### src/rtl/instr_encoder_if.sv
// Handshake/field bundle between a field producer (master) and the
// instruction encoder (slave).
interface instr_encoder_if #(
    parameter int XLEN = 32
);
    // Field bundle side
    logic            in_valid;
    logic            in_ready;
    logic [2:0]      in_fmt;
    logic [6:0]      in_opcode;
    logic [4:0]      in_rd;
    logic [4:0]      in_rs1;
    logic [4:0]      in_rs2;
    logic [2:0]      in_funct3;
    logic [6:0]      in_funct7;
    logic [XLEN-1:0] in_imm;

    // Instruction word side
    logic            out_valid;
    logic            out_ready;
    logic [XLEN-1:0] out_instr;
    logic            out_err;
    logic [15:0]     enc_count;

    modport master (
        output in_valid, in_fmt, in_opcode, in_rd, in_rs1, in_rs2,
               in_funct3, in_funct7, in_imm, out_ready,
        input  in_ready, out_valid, out_instr, out_err, enc_count
    );

    modport slave (
        input  in_valid, in_fmt, in_opcode, in_rd, in_rs1, in_rs2,
               in_funct3, in_funct7, in_imm, out_ready,
        output in_ready, out_valid, out_instr, out_err, enc_count
    );
endinterface

### src/rtl/instr_encoder.sv
// RV32I instruction encoder: packs decoded fields into a 32-bit word.
// The encoded word is written straight into a small output FIFO on the
// accepting edge, so a word accepted into an empty FIFO is presented one
// cycle later. in_ready comes from registered occupancy only.
// Optional macro IMM_RANGE_CHECK_EN: also flag immediates that do not fit
// the selected format (the word is still encoded, truncated).
module instr_encoder #(
    parameter int FIFO_DEPTH = 2,
    parameter int XLEN       = 32
) (
    input  logic             clk,
    input  logic             rst_n,
    instr_encoder_if.slave   io_bus
);

    localparam int PW = $clog2(FIFO_DEPTH);
    localparam int CW = PW + 1;
    localparam logic [CW-1:0] DEPTH_C = CW'(FIFO_DEPTH);

    if (XLEN != 32 || FIFO_DEPTH < 2 || (FIFO_DEPTH & (FIFO_DEPTH - 1)) != 0) begin : g_bad_param
        $error("instr_encoder: XLEN must be 32 and FIFO_DEPTH a power of two >= 2");
    end

    typedef enum logic [2:0] {
        FMT_R = 3'd0,
        FMT_I = 3'd1,
        FMT_S = 3'd2,
        FMT_B = 3'd3,
        FMT_U = 3'd4,
        FMT_J = 3'd5
    } fmt_e;

    logic [XLEN-1:0] w_instr;
    logic            w_err;
    logic            w_imm_bad;
    logic            w_push;
    logic            w_pop;
    logic [CW-1:0]   w_count_nxt;

    logic [XLEN:0]   r_mem [FIFO_DEPTH];   // {err, instr}
    logic [PW-1:0]   r_wr_ptr;
    logic [PW-1:0]   r_rd_ptr;
    logic [CW-1:0]   r_count;
    logic            r_in_ready;
    logic [15:0]     r_enc_count;

    // Immediate range check: does in_imm fit the selected format?
`ifdef IMM_RANGE_CHECK_EN
    always_comb begin
        w_imm_bad = 1'b0;
        case (fmt_e'(io_bus.in_fmt))
            FMT_I, FMT_S: w_imm_bad = !((&io_bus.in_imm[31:11]) || !(|io_bus.in_imm[31:11]));
            FMT_B:        w_imm_bad = !((&io_bus.in_imm[31:12]) || !(|io_bus.in_imm[31:12]))
                                      || io_bus.in_imm[0];
            FMT_J:        w_imm_bad = !((&io_bus.in_imm[31:20]) || !(|io_bus.in_imm[31:20]))
                                      || io_bus.in_imm[0];
            FMT_U:        w_imm_bad = |io_bus.in_imm[11:0];
            default:      w_imm_bad = 1'b0;
        endcase
    end
`else
    assign w_imm_bad = 1'b0;
`endif

    // Field packing per instruction format
    always_comb begin
        // NOTE: every output gets a default first so no path leaves it unassigned (no latch).
        w_instr = '0;
        w_err   = w_imm_bad;
        case (fmt_e'(io_bus.in_fmt))
            FMT_R: w_instr = {io_bus.in_funct7, io_bus.in_rs2, io_bus.in_rs1,
                              io_bus.in_funct3, io_bus.in_rd, io_bus.in_opcode};
            FMT_I: w_instr = {io_bus.in_imm[11:0], io_bus.in_rs1,
                              io_bus.in_funct3, io_bus.in_rd, io_bus.in_opcode};
            FMT_S: w_instr = {io_bus.in_imm[11:5], io_bus.in_rs2, io_bus.in_rs1,
                              io_bus.in_funct3, io_bus.in_imm[4:0], io_bus.in_opcode};
            FMT_B: w_instr = {io_bus.in_imm[12], io_bus.in_imm[10:5], io_bus.in_rs2,
                              io_bus.in_rs1, io_bus.in_funct3, io_bus.in_imm[4:1],
                              io_bus.in_imm[11], io_bus.in_opcode};
            FMT_U: w_instr = {io_bus.in_imm[31:12], io_bus.in_rd, io_bus.in_opcode};
            FMT_J: w_instr = {io_bus.in_imm[20], io_bus.in_imm[10:1], io_bus.in_imm[11],
                              io_bus.in_imm[19:12], io_bus.in_rd, io_bus.in_opcode};
            default: begin
                w_instr = '0;
                w_err   = 1'b1;
            end
        endcase
    end

    assign w_push      = io_bus.in_valid && r_in_ready;
    assign w_pop       = (r_count != '0) && io_bus.out_ready;
    assign w_count_nxt = r_count + CW'(w_push) - CW'(w_pop);

    // Pointers, occupancy, registered in_ready and pop counter
    always_ff @(posedge clk or negedge rst_n) begin
        if (!rst_n) begin
            r_wr_ptr    <= '0;
            r_rd_ptr    <= '0;
            r_count     <= '0;
            r_in_ready  <= 1'b0;
            r_enc_count <= '0;
        end else begin
            // NOTE: non-blocking assignments so every register samples pre-edge values.
            if (w_push) r_wr_ptr <= r_wr_ptr + 1'b1;
            if (w_pop) begin
                r_rd_ptr    <= r_rd_ptr + 1'b1;
                r_enc_count <= r_enc_count + 16'd1;
            end
            r_count    <= w_count_nxt;
            r_in_ready <= (w_count_nxt < DEPTH_C);
        end
    end

    // FIFO storage write
    // NOTE: storage has no reset; entries are only visible while occupancy says valid.
    always_ff @(posedge clk) begin
        if (w_push) r_mem[r_wr_ptr] <= {w_err, w_instr};
    end

    assign io_bus.in_ready  = r_in_ready;
    assign io_bus.out_valid = (r_count != '0);
    assign io_bus.out_instr = io_bus.out_valid ? r_mem[r_rd_ptr][XLEN-1:0] : '0;
    assign io_bus.out_err   = io_bus.out_valid ? r_mem[r_rd_ptr][XLEN]     : 1'b0;
    assign io_bus.enc_count = r_enc_count;

endmodule
### src/flat_wrapper.sv
// flat-port wrapper written by rule: the top's interface ports become plain ports
module instr_encoder_flat 
#(
    parameter int FIFO_DEPTH = 2,
    parameter int XLEN       = 32
)
  (clk, rst_n, io_bus_in_valid, io_bus_in_fmt, io_bus_in_opcode, io_bus_in_rd, io_bus_in_rs1, io_bus_in_rs2, io_bus_in_funct3, io_bus_in_funct7, io_bus_in_imm, io_bus_out_ready, io_bus_in_ready, io_bus_out_valid, io_bus_out_instr, io_bus_out_err, io_bus_enc_count);
  instr_encoder_if #(.XLEN(XLEN)) io_bus_i ();
  input  logic clk;
  input  logic rst_n;
  input wire logic [$bits(io_bus_i.in_valid)-1:0] io_bus_in_valid;
  input wire logic [$bits(io_bus_i.in_fmt)-1:0] io_bus_in_fmt;
  input wire logic [$bits(io_bus_i.in_opcode)-1:0] io_bus_in_opcode;
  input wire logic [$bits(io_bus_i.in_rd)-1:0] io_bus_in_rd;
  input wire logic [$bits(io_bus_i.in_rs1)-1:0] io_bus_in_rs1;
  input wire logic [$bits(io_bus_i.in_rs2)-1:0] io_bus_in_rs2;
  input wire logic [$bits(io_bus_i.in_funct3)-1:0] io_bus_in_funct3;
  input wire logic [$bits(io_bus_i.in_funct7)-1:0] io_bus_in_funct7;
  input wire logic [$bits(io_bus_i.in_imm)-1:0] io_bus_in_imm;
  input wire logic [$bits(io_bus_i.out_ready)-1:0] io_bus_out_ready;
  output wire logic [$bits(io_bus_i.in_ready)-1:0] io_bus_in_ready;
  output wire logic [$bits(io_bus_i.out_valid)-1:0] io_bus_out_valid;
  output wire logic [$bits(io_bus_i.out_instr)-1:0] io_bus_out_instr;
  output wire logic [$bits(io_bus_i.out_err)-1:0] io_bus_out_err;
  output wire logic [$bits(io_bus_i.enc_count)-1:0] io_bus_enc_count;
  assign io_bus_i.in_valid = io_bus_in_valid;
  assign io_bus_i.in_fmt = io_bus_in_fmt;
  assign io_bus_i.in_opcode = io_bus_in_opcode;
  assign io_bus_i.in_rd = io_bus_in_rd;
  assign io_bus_i.in_rs1 = io_bus_in_rs1;
  assign io_bus_i.in_rs2 = io_bus_in_rs2;
  assign io_bus_i.in_funct3 = io_bus_in_funct3;
  assign io_bus_i.in_funct7 = io_bus_in_funct7;
  assign io_bus_i.in_imm = io_bus_in_imm;
  assign io_bus_i.out_ready = io_bus_out_ready;
  assign io_bus_in_ready = io_bus_i.in_ready;
  assign io_bus_out_valid = io_bus_i.out_valid;
  assign io_bus_out_instr = io_bus_i.out_instr;
  assign io_bus_out_err = io_bus_i.out_err;
  assign io_bus_enc_count = io_bus_i.enc_count;
  instr_encoder #(.FIFO_DEPTH(FIFO_DEPTH), .XLEN(XLEN)) u_core (.clk(clk), .rst_n(rst_n), .io_bus(io_bus_i));
endmodule
### config.mk
export PLATFORM = sky130hd
export DESIGN_NAME = instr_encoder_flat
export DESIGN_NICKNAME = d
export VERILOG_FILES = /design/src/rtl/instr_encoder_if.sv /design/src/rtl/instr_encoder.sv /design/src/flat_wrapper.sv
export SDC_FILE = /design/constraint.sdc
export NUM_CORES = 1
export LEC_CHECK = 0
export ABC_CLOCK_PERIOD_IN_PS = 2600
export BUFFER_PORTS_ARGS = -buffer_cell sky130_fd_sc_hd__buf_2
export CAP_MARGIN = 5
export CORE_MARGIN = 3
export CORE_UTILIZATION = 45
export DETAILED_ROUTE_END_ITERATION = 7
export HOLD_SLACK_MARGIN = 0.05
export MAX_ROUTING_LAYER = met4
export PLACE_DENSITY = 0.79
export SYNTH_ARGS = -nofsm -noshare
export SYNTH_HDL_FRONTEND = slang
export SYNTH_SLANG_ARGS = --single-unit
### constraint.sdc
create_clock -name clk -period 2.6 [get_ports clk]
set_clock_uncertainty 0.2 [all_clocks]
set_input_delay 0.39 -clock clk [delete_from_list [all_inputs] [get_ports clk]]
set_output_delay 0.39 -clock clk [all_outputs]
set_load 0.01 [all_outputs]
# Word-level counts from Yosys, hierarchy flattened
# Memories as Yosys holds them, arrays and structs flattened.
# Cells that the tools add are included.
# Widths: inputs -> output; s select.
# totals
memories	1
word_cells	28
reg_bits	21
out_inout_bits	51
mem_bits_rw	66
inputBits	71
# memory_table
memory	words	width	rd	rd_ports_with_merged_regs	write_ports	line	rtl
u_core.r_mem	2	33	1	0	1	instr_encoder.sv:40	logic [XLEN:0] r_mem [FIFO_DEPTH];
# classes
add_sub_neg	5
n_reduce_logical	5
eq_ne	5
magnitude_cmp	1
n_mux	6
# op_table
op	count
$pmux 32 s6	1
$mux 32	1
$add 16x1->16 const B	1
$eq 3x2->1 const B	2
$eq 3x3->1 const B	2
$reduce_or 6->1	1
$mux 1	4
$eq 3x1->1 const B	1
$logic_not 3->1	1
$add 1x1->1 const B	2
$add 2x1->2	1
$logic_and 1x1->1	2
$lt 2x2->1 const B	1
$reduce_bool 2->1	1
$sub 2x1->2	1

# Longest topological paths before layout
# depth
depth_word	4
mapped_depth	8
ltp_nobuf	8

# Worst setup path before layout
# OpenSTA, ideal clock, no wires.
# synth_timing
kind	register to register
startpoint	reg u_core.r_in_ready (netlist: u_core.io_bus.in_ready)
endpoint	mem u_core.r_mem[0][0] in the netlist's numbering (enable)
setup_time_ps	423
path_stages_with_launch	3
t_arrival_ps	1908
period_less_slack_ps	2531
setup_slack_ps	69
required_ps	1977
path_buffers	0
path_cell_list	dfrtp_1 -> nand2_1 -> nor2_1
# synth_via
elab_chain_cells	3
# synth_rtl
item	line	rtl
start: declaration	instr_encoder.sv:44	logic r_in_ready;
start signal: assignment	instr_encoder.sv:110	r_in_ready <= (w_count_nxt < DEPTH_C);
$logic_and 1x1->1	instr_encoder.sv:90	assign w_push = io_bus.in_valid && r_in_ready;
$mux 1	instr_encoder.sv:117	if (w_push) r_mem[r_wr_ptr] <= {w_err, w_instr};
$mux 1 (not written as such)	instr_encoder.sv:117	
end: declaration	instr_encoder.sv:40	
# No other way between the ends.

# Worst setup path in the final report
# layout_timing
startpoint	reg u_core.r_rd_ptr
endpoint	out io_bus_out_instr[21]
# layout_via
elab_chain_cells	2
# layout_rtl
item	line	rtl
start: declaration	instr_encoder.sv:42	logic [PW-1:0] r_rd_ptr;
start signal: assignment	instr_encoder.sv:106	r_rd_ptr <= r_rd_ptr + 1'b1;
$mem_v2 2x33	--	
$mux 32	instr_encoder.sv:122	assign io_bus.out_instr = io_bus.out_valid ? r_mem[r_rd_ptr][XLEN-1:0] : '0;
end: declaration	flat_wrapper.sv:23	output wire logic [$bits(io_bus_i.out_instr)-1:0] io_bus_out_instr;
# No other way between the ends.

==> parameters.txt <==
Parameter                              Value

Run status
  Outcome    finished, final reports clean

Global route
  Global-route usage over all layers    17.6%
  Vias in the first global route    2814
  Overflow left after global routing    0
  Initial antenna violation count    0
  First-pass GRT wire length    13.4 mm
  Largest net degree at the start of global routing    27

Timing
  Final Critical Period    2220 ps
  Post-Route Setup TNS    0 ps
  Final setup violation count    0
  Period utilisation layout    85.4%
  Number of max-slew violations in the final report    0
  Fmax achieved    450 MHz
  Setup repair after global routing missed its margin    no
  Count of endpoints failing hold in the final timing report    0
  Measured slew at the worst slew-check pin    629 ps
  Relative slew slack    58.0%

Logic synthesis
  Post-Synthesis Cell Area    0.00397 mm^2
  Main synth FF type    sky130_fd_sc_hd__edfxtp_1
  Yosys synthesis warning count    0
  Most common library cells after synthesis    66 x sky130_fd_sc_hd__edfxtp_1, 49 x sky130_fd_sc_hd__nor2_1, 40 x sky130_fd_sc_hd__mux2i_1
  Number of enable flip-flop cells after synthesis    66
  Post-synth ARST share    24.1%
  Synthesized instance count    323
  Sequential area share after synthesis    63.1%
  Cell with the most instances after synthesis    sky130_fd_sc_hd__edfxtp_1
  Synth top area share    49.9%
  Synth Area per Inst    12.3 um^2
  Cell type contributing the most total cell area after synthesis    sky130_fd_sc_hd__edfxtp_1
  Cell types occupying the most area after synthesis    sky130_fd_sc_hd__edfxtp_1 50%, sky130_fd_sc_hd__dfrtp_1 13%, sky130_fd_sc_hd__mux2i_1 10%, sky130_fd_sc_hd__nor2_1 4.6%, sky130_fd_sc_hd__xnor2_1 3.3%
  Count of cell types in the netlist    31
  Net count of the mapped netlist    397
  Synth Register Bits    87

Floorplan
  Die Footprint    0.00999 mm^2
  Io pins    122
  Die boundary width    99.9 um
  Area of the placeable core    0.00838 mm^2
  Die Span Y    99.9 um
  Starting Density    47.4%
  Standard-cell rows    33

CTS
  Clock latency on the worst-skew pair    340 ps
  Num Clock Sinks    87
  Clock tree root driver cell    sky130_fd_sc_hd__clkbuf_8
  CTS tree    done
  Count of cells resized by post-cts repair    0
  H-tree depth reported by CTS    3
  Hold_buf cts    1
  Total clock buffers created by CTS    9
  Worst-case clock buffer depth    2
  # Post-CTS Setup Buffers    0
  Clock-pin slew reported for the worst setup and hold paths after clock tree synthesis    80 ps

Pwr
  Worst voltage drop across the vdd grid    0.389 mV
  Power density over cell area    934 mW/mm^2
  Design Power    4.61 mW
  Cell leakage power    2.18 nW

Cells and area
  Proportion of layout cells with a drive suffix above 1    33.7%
  Final core utilization    58.9%
  Fillers    729
  Area Growth Syn to Fin    24.2%
  Number of diodes    0
  Number of nets in the layout    523

Route
  Vias per cell    5.06
  Detailed-routing iteration count for the pre-antenna-repair pass    4
  Initial DRC count    73
  Wire length per cell    14.8 um
  Final WL    8.27 mm
  Residual antenna-violating net count after detailed routing    0
  Post-detailed-route DRC marker count    0
  Via count of the routed design    2829

Setup path
  Category of cells accounting for the largest share of critical-path delay    flip-flops
  Crit. End Element    output pin
  Critical Path, Cell by Cell    buf_12, mux2i_1, nor2_1, buf_2
  Startpoint class of the critical path    register
  Critical path's largest stage delay    560 ps
  Data required time at the worst endpoint    2010 ps
  Buffers plus inverters on the worst setup path    2
  Setup CP Type    reg2out
  Endpoint arrival time on the critical path    1630 ps
  Register-to-Register Setup Slack    420 ps
  CP max-delay cell    sky130_fd_sc_hd__dfrtp_2
  Launch point of the worst reg-to-reg path    u_core.r_count[1]
  Maximum fanout count along the critical path    26
  Launching instance or port of the critical path    u_core.r_rd_ptr

Min path
  Launch instance of the worst min-delay path    io_bus_in_opcode[6]
  Hold WC Path Type    in2reg

Placement
  Post-detail-place hpwl    6.10 mm
  Number of port buffers    121
  Global placement routability congestion    0.860

Run
  Total of max-cap violations    0
[logic make-up after synthesis]
kind of cell | after synthesis | share of synthesized area [%]
xor gates and xnor gates | 19 | 4.19
AOI/OAI and AO/OA | 46 | 7.03
and+or+nand+nor | 97 | 10.9
adders and majority gates | 3 | 0.945
muxes | 43 | 10.9
buffers and inverters | 28 | 2.90
DFF | 87 | 63.1
[power breakdown]
group / internal, mW / leakage, nW / switching (mW)
logic: 0.722 / 1.22 / 0.959
registers: 1.83 / 0.880 / 0.188
clock network: 0.443 / 0.0855 / 0.464
[per-stage QoR]
step	cells	hold slack (ps)	worst slack, ps	instance area, um^2
6_report	559	145	379	4930
5_1_grt	559	134	244	4930
4_1_cts	559	131	323	4930
3_5_place_dp	542	168	398	4730
3_3_place_gp	542	158	551	4730
2_1_floorplan	323	-106	68.5	3970
[cell type report]
| cell class | count | area [um^2] | area share, % |
|---|---|---|---|
| Inverter | 13 | 48.8 | 0.989 |
| Clock inverter | 7 | 72.6 | 1.47 |
| Multi-Input combinational cell | 208 | 1360 | 27.6 |
| Sequential cell | 87 | 2510 | 50.8 |
| Timing Repair Buffer | 130 | 688 | 13.9 |
| Clock buffer | 9 | 124 | 2.51 |
| Tap cell | 105 | 131 | 2.66 |
[metal layers]
metal	track usage [%]	vias to the layer above	part of all wire [%]
met3	3.06	17	6.4
met5	-	-	0
met2	28.6	105	49
met4	8.40	0	3.0
li1	-	1398	-
met1	21.4	1309	42
[final timing paths]
| check | end | cells after the start |
|---|---|---|
| worst max-delay path | io_bus_out_instr[21] | 4 |
| worst min-delay path | u_core.r_mem[0][6] | 2 |
| worst max register to register | u_core.io_bus.in_ready | 8 |
| worst min register to register | u_core.io_bus.enc_count[15] | 1 |
| max in group asynchronous | u_core.r_rd_ptr | 2 |
| min in group asynchronous | u_core.io_bus.enc_count[9] | 2 |
[registers in the layout (all words and copies together), names as in the netlist]
register,flops
u_core.r_mem,66
u_core.io_bus.in_ready,1
u_core.r_rd_ptr,1
u_core.r_wr_ptr,1
u_core.r_count,2
u_core.io_bus.enc_count,16
[placed cells by master, fill, tap and decap left out, types with 2 or more instances in the layout]
cell / netlist / final
sky130_fd_sc_hd__buf_2: 5 / 121
sky130_fd_sc_hd__edfxtp_1: 66 / 66
sky130_fd_sc_hd__nor2_1: 49 / 47
sky130_fd_sc_hd__mux2i_1: 40 / 40
sky130_fd_sc_hd__nand2_1: 22 / 22
sky130_fd_sc_hd__dfrtp_1: 21 / 20
sky130_fd_sc_hd__o21ai_0: 17 / 17
sky130_fd_sc_hd__xnor2_1: 15 / 15
sky130_fd_sc_hd__inv_1: 12 / 12
sky130_fd_sc_hd__a21oi_1: 12 / 12
sky130_fd_sc_hd__clkbuf_8: 0 / 9
sky130_fd_sc_hd__a22o_1: 8 / 8
sky130_fd_sc_hd__and2_1: 7 / 7
sky130_fd_sc_hd__buf_4: 1 / 7
sky130_fd_sc_hd__nor2b_1: 6 / 6
sky130_fd_sc_hd__nand3_1: 6 / 6
sky130_fd_sc_hd__a22oi_1: 4 / 4
sky130_fd_sc_hd__xor2_1: 4 / 4
sky130_fd_sc_hd__clkinvlp_4: 0 / 4
sky130_fd_sc_hd__mux2_2: 3 / 3
sky130_fd_sc_hd__ha_1: 3 / 3
sky130_fd_sc_hd__clkinv_1: 1 / 2
sky130_fd_sc_hd__nor4_2: 2 / 2
sky130_fd_sc_hd__nor3_1: 2 / 2
(Power assumes the default switching activity.)
